[config.mk]
export PLATFORM = sky130hd
export DESIGN_NAME = clap_sequence_detector
export DESIGN_NICKNAME = d
export VERILOG_FILES = /design/src/rtl/clap_sequence_detector.sv
export SDC_FILE = /design/constraint.sdc
export NUM_CORES = 1
export LEC_CHECK = 0
export ABC_AREA = 1
export ABC_CLOCK_PERIOD_IN_PS = 1900
export BUFFER_PORTS_ARGS = -buffer_cell sky130_fd_sc_hd__buf_4
export CORE_MARGIN = 2
export CORE_UTILIZATION = 25
export CTS_CLUSTER_SIZE = 14
export DETAILED_ROUTE_END_ITERATION = 10
export PLACE_DENSITY = 0.53
export SLEW_MARGIN = 10
export SYNTH_ARGS = -nofsm -noshare
export SYNTH_HDL_FRONTEND = slang
export SYNTH_SLANG_ARGS = --single-unit
[constraint.sdc]
create_clock -name clock -period 1.9 [get_ports clock]
set_input_delay 0.095 -clock clock [delete_from_list [all_inputs] [get_ports clock]]
set_output_delay 0.095 -clock clock [all_outputs]
set_load 0.02 [all_outputs]
[src/rtl/clap_sequence_detector.sv]
// rtl/clap_sequence_detector.sv - clap envelope recogniser and clap-sequence counter
//
// Classifies each accepted energy sample as high (H), mid (M) or low (L),
// recognises the H-run / optional M-decay / L-tail envelope of a clap and
// counts consecutive claps. The count is emitted when the inter-clap gap
// times out or when MAX_CLAPS is reached (claps_out_full=1).
//
// Optional feature macro: CLAP_REFRACTORY_EN
//   defined   - REFRACTORY_SAMPLES accepted samples after each clap hold the FSM in IDLE
//   undefined - no blanking, REFRACTORY_SAMPLES has no effect
//
// Ports:
//   clock            rising-edge clock
//   counters_nreset  asynchronous active-low reset
//   energy_data      energy sample
//   energy_valid     sample valid
//   energy_ready     sample ready, low while a result is pending
//   claps_out_data   number of claps in the closed sequence
//   claps_out_full   emit was forced by reaching MAX_CLAPS
//   claps_out_valid  result valid
//   claps_out_ready  result accepted
module clap_sequence_detector #(
  parameter int ENERGY_WIDTH          = 16,
  parameter int ENERGY_HIGH_THRESHOLD = 100,
  parameter int ENERGY_LOW_THRESHOLD  = 50,
  parameter int SAMPLE_HIGH_MIN       = 4,
  parameter int SAMPLE_MID_MAX        = 10,
  parameter int SAMPLE_LOW_MIN        = 200,
  parameter int CLAPS_GAP_SAMPLES     = 2000,
  parameter int MAX_CLAPS             = 8,
  parameter int CLAPS_OUT_WIDTH       = 4,
  parameter int REFRACTORY_SAMPLES    = 100
) (
  input  logic                       clock,
  input  logic                       counters_nreset,
  input  logic [ENERGY_WIDTH-1:0]    energy_data,
  input  logic                       energy_valid,
  output logic                       energy_ready,
  output logic [CLAPS_OUT_WIDTH-1:0] claps_out_data,
  output logic                       claps_out_full,
  output logic                       claps_out_valid,
  input  logic                       claps_out_ready
);

  localparam int RUN_CFG_MAX =
    (SAMPLE_LOW_MIN > SAMPLE_MID_MAX)
      ? ((SAMPLE_LOW_MIN > SAMPLE_HIGH_MIN) ? SAMPLE_LOW_MIN : SAMPLE_HIGH_MIN)
      : ((SAMPLE_MID_MAX > SAMPLE_HIGH_MIN) ? SAMPLE_MID_MAX : SAMPLE_HIGH_MIN);
  localparam int RUN_W = $clog2(RUN_CFG_MAX + 1);
  localparam int GAP_W = $clog2(CLAPS_GAP_SAMPLES + 1);

  localparam logic [ENERGY_WIDTH-1:0]    HIGH_T     = ENERGY_WIDTH'(ENERGY_HIGH_THRESHOLD);
  localparam logic [ENERGY_WIDTH-1:0]    LOW_T      = ENERGY_WIDTH'(ENERGY_LOW_THRESHOLD);
  localparam logic [RUN_W-1:0]           HIGH_MIN_R = RUN_W'(SAMPLE_HIGH_MIN);
  localparam logic [RUN_W-1:0]           MID_MAX_R  = RUN_W'(SAMPLE_MID_MAX);
  localparam logic [RUN_W-1:0]           LOW_MIN_R  = RUN_W'(SAMPLE_LOW_MIN);
  localparam logic [RUN_W-1:0]           RUN_SAT    = {RUN_W{1'b1}};
  localparam logic [GAP_W-1:0]           GAP_R      = GAP_W'(CLAPS_GAP_SAMPLES);
  localparam logic [CLAPS_OUT_WIDTH-1:0] MAX_R      = CLAPS_OUT_WIDTH'(MAX_CLAPS);

  typedef enum logic [1:0] {IDLE, HIGH, MID, LOW} state_t;

  state_t                     state, state_n;
  logic [RUN_W-1:0]           run, run_n, run_inc;
  logic [CLAPS_OUT_WIDTH-1:0] total, total_n;
  logic [GAP_W-1:0]           gap, gap_n;
  logic                       active, active_n;
  logic [CLAPS_OUT_WIDTH-1:0] data_n;
  logic                       full_n, valid_n;
  logic                       accept, cls_h, cls_l, to_low, clap, blank;

  assign energy_ready = !claps_out_valid;
  assign accept       = energy_valid && energy_ready;
  assign cls_h        = energy_data >= HIGH_T;
  assign cls_l        = energy_data < LOW_T;
  assign run_inc      = (run == RUN_SAT) ? run : run + 1'b1;

`ifdef CLAP_REFRACTORY_EN
  localparam int REFR_W = (REFRACTORY_SAMPLES > 0) ? $clog2(REFRACTORY_SAMPLES + 1) : 1;
  localparam logic [REFR_W-1:0] REFR_R = REFR_W'(REFRACTORY_SAMPLES);

  logic [REFR_W-1:0] refr;

  assign blank = refr != '0;

  // Blanking counter: loaded by the clap sample, counts down on later accepts.
  always_ff @(posedge clock or negedge counters_nreset) begin
    if (!counters_nreset) begin
      refr <= '0;
    end else if (accept) begin
      if (clap) begin
        refr <= REFR_R;
      end else if (blank) begin
        refr <= refr - 1'b1;
      end
    end
  end
`else
  // Blanking is compiled out; REFRACTORY_SAMPLES has no effect in this build.
  assign blank = 1'b0 && (REFRACTORY_SAMPLES != 0);
`endif

  always_ff @(posedge clock or negedge counters_nreset) begin
    if (!counters_nreset) begin
      state           <= IDLE;
      run             <= '0;
      total           <= '0;
      gap             <= '0;
      active          <= 1'b0;
      claps_out_data  <= '0;
      claps_out_full  <= 1'b0;
      claps_out_valid <= 1'b0;
    end else begin
      state           <= state_n;
      run             <= run_n;
      total           <= total_n;
      gap             <= gap_n;
      active          <= active_n;
      claps_out_data  <= data_n;
      claps_out_full  <= full_n;
      claps_out_valid <= valid_n;
    end
  end

  always_comb begin
    state_n  = state;
    run_n    = run;
    total_n  = total;
    gap_n    = gap;
    active_n = active;
    data_n   = claps_out_data;
    full_n   = claps_out_full;
    valid_n  = claps_out_valid;
    to_low   = 1'b0;
    clap     = 1'b0;

    if (claps_out_valid && claps_out_ready) begin
      valid_n = 1'b0;
    end

    // accept implies no result is pending, so an emit below never collides
    // with the handshake above.
    if (accept) begin
      if (blank) begin
        state_n = IDLE;
        run_n   = '0;
      end else begin
        case (state)
          IDLE: begin
            if (cls_h) begin
              state_n = HIGH;
              run_n   = RUN_W'(1);
            end
          end
          HIGH: begin
            if (cls_h) begin
              run_n = run_inc;
            end else if (run >= HIGH_MIN_R) begin
              if (cls_l) begin
                to_low = 1'b1;
              end else begin
                state_n = MID;
                run_n   = RUN_W'(1);
              end
            end else begin
              state_n = IDLE;
              run_n   = '0;
            end
          end
          MID: begin
            if (cls_l) begin
              to_low = 1'b1;
            end else if (cls_h || run >= MID_MAX_R) begin
              // run >= MID_MAX here means the incremented run would exceed it
              state_n = IDLE;
              run_n   = '0;
            end else begin
              run_n = run_inc;
            end
          end
          LOW: begin
            if (!cls_l) begin
              state_n = IDLE;
              run_n   = '0;
            end else if (run_inc >= LOW_MIN_R) begin
              clap    = 1'b1;
              state_n = IDLE;
              run_n   = '0;
            end else begin
              run_n = run_inc;
            end
          end
          default: begin
            state_n = IDLE;
            run_n   = '0;
          end
        endcase

        // The sample that enters LOW already counts toward SAMPLE_LOW_MIN.
        if (to_low) begin
          if (SAMPLE_LOW_MIN <= 1) begin
            clap    = 1'b1;
            state_n = IDLE;
            run_n   = '0;
          end else begin
            state_n = LOW;
            run_n   = RUN_W'(1);
          end
        end
      end

      if (clap) begin
        gap_n = '0;
        if (total + 1'b1 == MAX_R) begin
          data_n   = MAX_R;
          full_n   = 1'b1;
          valid_n  = 1'b1;
          total_n  = '0;
          active_n = 1'b0;
        end else begin
          total_n  = total + 1'b1;
          active_n = 1'b1;
        end
      end else if (active) begin
        if (gap + 1'b1 == GAP_R) begin
          data_n   = total;
          full_n   = 1'b0;
          valid_n  = 1'b1;
          total_n  = '0;
          gap_n    = '0;
          active_n = 1'b0;
        end else begin
          gap_n = gap + 1'b1;
        end
      end
    end
  end

endmodule

# [After elaboration in Yosys (flattened, before gate mapping)]
# Cells that the tools add are included.
[totals] input_bits=20 latch_bits=0 romBits=0 word_cells=97 ramBits=0 output_inout_bits=7 register_bits=32 n_memories=0
[op_classes] bitwise=0 n_div=0 eq_ne=14 order_cmp=5 muxes=55 reduce_logical=12 mul=0 addsub=3 n_shift=0
[op_table] operator="$mux 8" n=10
[op_table] operator="$mux 11" n=3
[op_table] operator="$mux 4" n=8
[op_table] operator="$pmux 8 s4" n=1
[op_table] operator="$mux 1" n=22
[op_table] operator="$mux 2" n=9
[op_table] operator="$ge 16x7->1 const B" n=1
[op_table] operator="$lt 16x6->1 const B" n=1
[op_table] operator="$ne 3x3->1 const B" n=4
[op_table] operator="$add 11x1->11 const B" n=1
[op_table] operator="$eq 11x11->1 const B" n=1
[op_table] operator="$add 8x1->8 const B" n=1
[op_table] operator="$eq 8x8->1 const B" n=1
[op_table] operator="$ge 8x3->1 const B" n=1
[op_table] operator="$ge 8x4->1 const B" n=1
[op_table] operator="$ge 8x8->1 const B" n=1
[op_table] operator="$ne 4x4->1 const B" n=2
[op_table] operator="$pmux 2 s4" n=1
[op_table] operator="$reduce_and 4->1" n=2
[op_table] operator="$reduce_and 7->1" n=1
[op_table] operator="$ne 5x5->1 const B" n=1
[op_table] operator="$add 4x1->4 const B" n=1
[op_table] operator="$eq 2x2->1 const B" n=2
[op_table] operator="$eq 4x4->1 const B" n=1
[op_table] operator="10 further kinds" n=12

# [Logic depth before layout (Yosys ltp)]
# Gate-level depths: netlist (run 1).
[depth] ltp_word=9 depth_mapped=15 depth_no_buf=14

# [Worst setup path after synthesis (run 1)]
# Ideal clock, no wire load.
[synth_path] path_type="register to register" start="reg gap[0]" end="reg active" t_arrival_ns=1.627 stages_incl_launch_ff=13 slack_ns=0.153 t_required_ns=1.780 setup_time_ns=0.120 cell_sequence="dfrtp_1 > ha_1 > nand3_2 > inv_2 > nand2_2 > xor2_1 > nand2_1 > nor2_1 > nand2_1 > nand2_2 > inv_2 > o21ai_1 > nand2_1"
[synth_between] elab_chain_len=5
[synth_rtl] item="start: declaration" line="66" text="logic [GAP_W-1:0] gap, gap_n;"
[synth_rtl] item="start signal: assignment" line="117" text="gap <= gap_n;"
[synth_rtl] item="$add 11x1->11" line="225" text="if (gap + 1'b1 == GAP_R) begin"
[synth_rtl] item="$eq 11x11->1" line="225"
[synth_rtl] item="$mux 1" line="225"
[synth_rtl] item="$mux 1" line="224" text="end else if (active) begin"
[synth_rtl] item="$mux 1" line="212" text="if (clap) begin"
[synth_rtl] item="end signal: assignment" line="118" text="active <= active_n;"
[synth_rtl] item="end: declaration" line="67" text="logic active, active_n;"
# No other way between the ends.
# A chain may end at the register's enable or synchronous reset.

# [Final worst setup path (run 1)]
[layout_path] start="reg run[2]" end="reg gap[2]"
[layout_between] elab_chain_len=9 elab_cells_between_ends=11
[layout_rtl] item="start: declaration" line="64" text="logic [RUN_W-1:0] run, run_n, run_inc;"
[layout_rtl] item="start signal: assignment" line="115" text="run <= run_n;"
[layout_rtl] item="$add 8x1->8 / $eq 8x8->1 (equally long branches)" line="76" text="assign run_inc = (run == RUN_SAT) ? run : run + 1'b1;"
[layout_rtl] item="$mux 8 *" line="76"
[layout_rtl] item="$ge 8x8->1 *" line="185" text="end else if (run_inc >= LOW_MIN_R) begin"
[layout_rtl] item="$mux 1 *" line="185"
[layout_rtl] item="$mux 1 *" line="182" text="if (!cls_l) begin"
[layout_rtl] item="$mux 1 *" line="148" text="case (state)"
[layout_rtl] item="$mux 1 *" line="143" text="if (accept) begin"
[layout_rtl] item="$reduce_bool 2->1 (no line)"
[layout_rtl] item="$reduce_and 2->1 (no line)"
# Mark *: on every way between the ends. The rest lies on a longest branch, timed or not. The select of a mux whose other input is x is not followed.

==> results of run 1 <==
-- worst max-delay path: stages (launching register included) --
cell and delay [ns]:
dfrtp_2 0.47, nand2_1 0.13, nor2_4 0.16, nand2_4 0.09, nand3_1 0.10, o21ai_2 0.07
nand2_2 0.10, buf_4 0.13, nand4_4 0.15, nand2_4 0.15, inv_2 0.06, nand2_1 0.05
o21ai_1 0.06
-- final timing paths --
path	from	endpoint	slack (ns)	cells past startpoint
worst max register to register	run[2]	gap[2]	0.07	12
worst max-delay path	run[2]	gap[2]	0.07	12
max in group asynchronous	counters_nreset	run[3]	1.27	2
worst min register to register	claps_out_data[0]	claps_out_data[0]	0.48	2
min in group asynchronous	counters_nreset	gap[1]	0.28	2
worst min-delay path	energy_valid	active	0.19	4
-- cell usage in the layout (no fill, tap or decap), drive strengths merged --
cell and count:
bufinv 1, clkbuf 6, a21boi 1, a21oi 3, o22ai 1, xor2 4
nor2 41, nand2 131, o21ai 24, nand3b 3, dlygate4sd3 2, dfrtp 32
ha 9, nor2b 1, clkinv 1, xnor2 2, o21bai 1, or2 1
nand4 5, buf 51, inv 53, nand3 26
-- repair_timing --
item | 4_1_cts | 5_1_grt
setup buffers | 0 | 10
gates resized for setup | 0 | 77
hold buffers | 2 | 0
setup endpoints to repair | 0 | 32
hold endpoints to repair | 33 | 0
-- kinds of logic after synthesis --
group | count (synthesis)
DFF | 32
buffers and inverters | 55
and+or+nand+nor | 207
AOI/OAI and AO/OA | 30
adders and majority gates | 9
xor gates and xnor gates | 6
-- state kept, by name, summed over array words and instances, names as in the netlist --
signal	flops
active	1
claps_out_data	4
claps_out_full	1
claps_out_valid	1
gap	11
run	8
state	2
total	4
-- area by class of cell --
class                      instances  area, um2  area share
sequential                        32        808       0.251
inverter                          53        201      0.0626
timing repair buffer              53        414       0.129
clock inverter                     2       35.0      0.0109
tap                              108        135      0.0420
multi-input combinational        253       1550       0.482
clock buffer                       6       72.6      0.0225
-- power by group --
group          switching [uW]  total (uW)  internal [uW]
combinational             333         644            311
clock                     252         641            389
sequential               51.0         772            721
total                     636        2060           1420
-- metrics by stage --
stage | cells | total power (uW)
after detailed placement | 486 | 1280
after CTS | 496 | 1940
final | 507 | 2060
after global routing | 507 | 2220
after floorplan | 339 | 1080
after global placement | 486 | 1270
-- per-layer routing --
metal / track usage / part of all wire / wire (um) / vias to the layer above
li1: - / - / - / 1167
met1: 0.146 / 0.47 / 2510 / 1027
met2: 0.180 / 0.50 / 2660 / 11
met3: 0.0230 / 0.023 / 125 / 7
met4: 0.0306 / 0.011 / 57 / 0
met5: 0 / 0 / 0 / -
==> summary.md, run 1 <==
| Metric | Value |
|---|---|
| Crit path kind | `reg -> reg` |
| Die height | `99.9 um` |
| First-pass GRT wire length | `~9000 um` |
| Setup tns final | `0 ns` |
| Gr ovfl total | `0` |
| Drt wl/cell | `approximately 11 um` |
| Clock Sinks | `32` |
| Final wirelength | `~5400 um` |
| Lkg Pwr | `0.00164 uW` |
| P&R area growth vs syn | `40.0%` |
| Clock Tree Buf Depth | `2` |
| Post-route ant nets | `0` |
| Layout fillers | `between 900 and 1,000` |
| Crit path launch type | `flip-flop` |
| Syn nets | `about 370` |
| RSZ-0062 raised after global routing | `yes` |
| HP Class | `in -> reg` |
| Simple-gate share of the synthesized area | `0.410` |
| Outcome | `complete, no violations` |
| Minimum clock period | `~1.8 ns` |
| Synth Area in Compound Gates | `0.0762` |
| Die area | `9980 um2` |
| CTS buffer count | `5` |
| H-Tree Depth | `2` |
| Synth cell types | `29` |
| Initial antenna violation count | `0` |
| Reg clk slew, reported paths | `approximately 0.07 ns` |
| Setup Skew | `approximately 0.0076 ns` |
| PwrDens | `approximately 640 nW/um2` |
| Top-area cell type share of the netlist area | `0.348` |
| Drt initial violations | `74` |
| Ys flop type | `dfrtp_1` |
| Synth Cell Area | `2300 um2` |
| Final Max Tran Viols | `0` |
| Synth Area in Adders | `0.0490` |
| Row count | `34` |
| Crit Path Max Fanout | `6` |
| Cell Area, Placed | `2730 um2` |
| XOR/XNOR Fraction of Synth Area | `0.0229` |
| Fin. Hold Viols | `0` |
| 1st-pass router iterations | `6` |
| Post-DP HPWL | `around 3800 um` |
| Finished Cell Area | `3220 um2` |
| Rel. slew slack | `0.720` |
| Nets@finish | `about 430` |
| GRT Util Overall | `0.109` |
| Die Wd | `99.9 um` |
| CTS tree | `built` |
| Vias per inst | `~4.4` |
| Most instantiated library cell after synthesis | `nand2_1` |
| Top cells by count, synth | `nand2_1, inv_1, nor2_1, dfrtp_1, nand3_1` |
| Area contributors post-synth | `dfrtp_1, nand2_1, inv_1` |
| Vias in the first global route | `about 2,000` |
| Starting Density | `0.261` |
| Dominant cell type by area after synthesis | `dfrtp_1` |
| Worst path required time | `2.07 ns` |
| Final Hold Slack | `approximately 0.19 ns` |
| Final core utilization | `0.366` |
| GP Congestion | `just over 0.8` |
| # diodes | `0` |
| Worst Path Arrival | `roughly 2 ns` |
| Final setup fails | `0` |
| Routed vias | `about 2,200` |
| VDD IR max | `between 0.3 and 0.4 mV` |
| Clock Latency Late Sink | `between 0.2 and 0.3 ns` |
| CTS root buffer | `clkbuf_8` |
| Share of cells above drive strength 1 | `0.366` |
| Buffers added on ports | `25` |
| Mean Syn Cell Area | `between 6 and 7 um2` |
| Ys Warns | `0` |
| Post-synth EDFFs | `0` |
| Final period util | `0.962` |
| Worst setup margin | `about 0.073 ns` |
| Asr flop ratio synth | `1.00` |
| Fmax | `~0.55 GHz` |
| Yosys reg bits | `32` |
| Pin count of the biggest net entering global routing | `33` |
| # DRC | `0` |
| Fraction of synthesized area in multiplexers | `0` |
| Place WS | `0.0462 ns` |
| Ports | `27` |
| Core Area | `between 8000 and 9000 um2` |
| Largest family of logic cells by synthesized area | `simple AND/OR/NAND/NOR gates` |
| Slew @ Worst Pin | `0.421 ns` |
| Sequential-to-total area share from yosys stat | `0.348` |
| Post-synthesis cell count | `339` |
| Worst setup EP type | `flip-flop` |
| Max-cap viol count | `0` |
No activity file was read; power rests on OpenSTA's default activity.
==> run 2, diff against run 1 <==
- CORE_MARGIN: 2 -> unset
- CTS_BUF_LIST: unset -> sky130_fd_sc_hd__clkbuf_16
==> summary.md, run 2 (synthesized netlist as in run 1, its figures left out) <==
| Metric | Value |
|---|---|
| # diodes | `0` |
| Place WS | `around 0.02 ns` |
| Die area | `9590 um2` |
| Final period util | `0.981` |
| Nets@finish | `423` |
| Setup Skew | `between 0.005 and 0.006 ns` |
| GP Congestion | `between 0.7 and 0.8` |
| Final setup fails | `0` |
| Clock Tree Buf Depth | `2` |
| # DRC | `0` |
| CTS buffer count | `5` |
| Vias per inst | `around 4.4` |
| Clock Latency Late Sink | `between 0.2 and 0.3 ns` |
| Worst path required time | `2.06 ns` |
| RSZ-0062 raised after global routing | `yes` |
| Final Max Tran Viols | `0` |
| Most common cell after layout, fill and taps aside | `nand2_1` |
| Multi-input logic area | `approximately 1600 um2` |
| Finished Cell Area | `around 3300 um2` |
| Biggest register | `gap` |
| Clock Sinks | `32` |
| Max FFs per register | `11` |
| Post-DP HPWL | `3770 um` |
| Initial antenna violation count | `0` |
| Reg-to-reg critical path startpoint | `run[1]` |
| Cell Area, Placed | `roughly 2700 um2` |
| Vias in the first global route | `approximately 2,000` |
| Fin. Hold Viols | `0` |
| Pin count of the biggest net entering global routing | `33` |
| Max-cap viol count | `0` |
| Fmax | `between 0.5 and 0.6 GHz` |
| Row count | `34` |
| Hold_sp | `claps_out_ready` |
| Die height | `about 100 um` |
| Final wirelength | `roughly 5400 um` |
| CTS root buffer | `clkbuf_16` |
| Starting Density | `0.261` |
| Worst setup EP type | `flip-flop` |
| Lkg Pwr | `between 0.0015 and 0.002 uW` |
| HP Class | `in -> reg` |
| Layout fillers | `a little under 900` |
| Die Wd | `between 90 and 100 um` |
| Crit path launch type | `flip-flop` |
| Gr ovfl total | `0` |
| 1st-pass router iterations | `4` |
| Routed vias | `2,195` |
| FF+latch area | `approximately 810 um2` |
| CP Launch Point | `run[1]` |
| Ports | `27` |
| Commonest non-fill, non-tap cells in the layout | `nand2_1, inv_1, buf_4, dfrtp_1, nor2_1` |
| Worst Path Arrival | `2.03 ns` |
| First-pass GRT wire length | `8730 um` |
| H-Tree Depth | `2` |
| Buffers added on ports | `25` |
| GRT Util Overall | `0.110` |
| Worst setup margin | `around 0.037 ns` |
| Slew @ Worst Pin | `~0.45 ns` |
| Post-route ant nets | `0` |
| Share of cells above drive strength 1 | `0.367` |
| Drt wl/cell | `10.7 um` |
| Top Registers | `gap x11, run x8` |
| Crit Path Max Fanout | `4` |
| Hold Path Depth | `2` |
| Core Area | `8810 um2` |
| Reg2reg path depth | `11` |
| Crit path kind | `reg -> reg` |
| PwrDens | `a little over 700 nW/um2` |
| VDD IR max | `0.380 mV` |
| CTS tree | `built` |
| Drt initial violations | `49` |
| Minimum clock period | `~1.9 ns` |
| Reg clk slew, reported paths | `about 0.050 ns` |
| P&R area growth vs syn | `43.9%` |
| Rel. slew slack | `0.703` |
| Outcome | `complete, no violations` |
[run 2: repair_timing]
action                                  CTS  global route
endpoints found under the setup margin    0            32
resized for setup                         0            92
setup buffers                             0             8
hold buffers                              1             0
hold endpoints to repair                 32             0
[run 2: worst paths after layout]
kind | endpoint | slack [ns]
setup / recovery | run[5] | 0.04
hold / removal | claps_out_valid | 0.003
setup reg to reg | run[5] | 0.04
hold reg to reg | claps_out_data[2] | 0.47
max in group asynchronous | run[3] | 1.24
min in group asynchronous | state[1] | 0.32
[run 2: area by class of cell]
class	count	area share
multi-input cells	252	0.482
flip-flops and latches	32	0.244
repair buffers	50	0.121
inverters	53	0.0616
well taps	108	0.0408
clock buffers	5	0.0378
clock inverters	3	0.0117
[run 2: routing by layer]
metal	GRT usage	wire (um)
met1	0.141	2540
met2	0.186	2650
met3	0.0222	99
met4	0.0338	103
met5	0	0
[run 2: critical path, stage by stage (launching register included)]
cell	delay, ns
dfrtp_1	0.42
ha_4	0.19
nand3_4	0.08
o21bai_1	0.15
nand2_1	0.11
o21ai_4	0.26
nand2_2	0.09
nand2_2	0.08
nand2_2	0.08
buf_4	0.15
nand3b_1	0.07
o21ai_1	0.06
[run 2: report_power, final]
part / switching (uW) / internal [uW]
Clock: 286 / 610
Combinational: 351 / 315
Sequential: 53.1 / 723
Total: 690 / 1650
[run 2: stage by stage]
stage / total power (uW) / utilization / std cells / hold slack, ns / setup TNS, ns
floorplan: 1080 / - / 339 / -0.201 / 0
global placement: 1260 / 0.310 / 486 / 0.0817 / 0
detailed placement: 1260 / 0.310 / 486 / 0.0835 / 0
CTS: 2170 / 0.329 / 495 / 0.00212 / 0
global route: 2470 / 0.376 / 503 / 0.0283 / -1.31
finish: 2340 / 0.376 / 503 / 0.00258 / 0
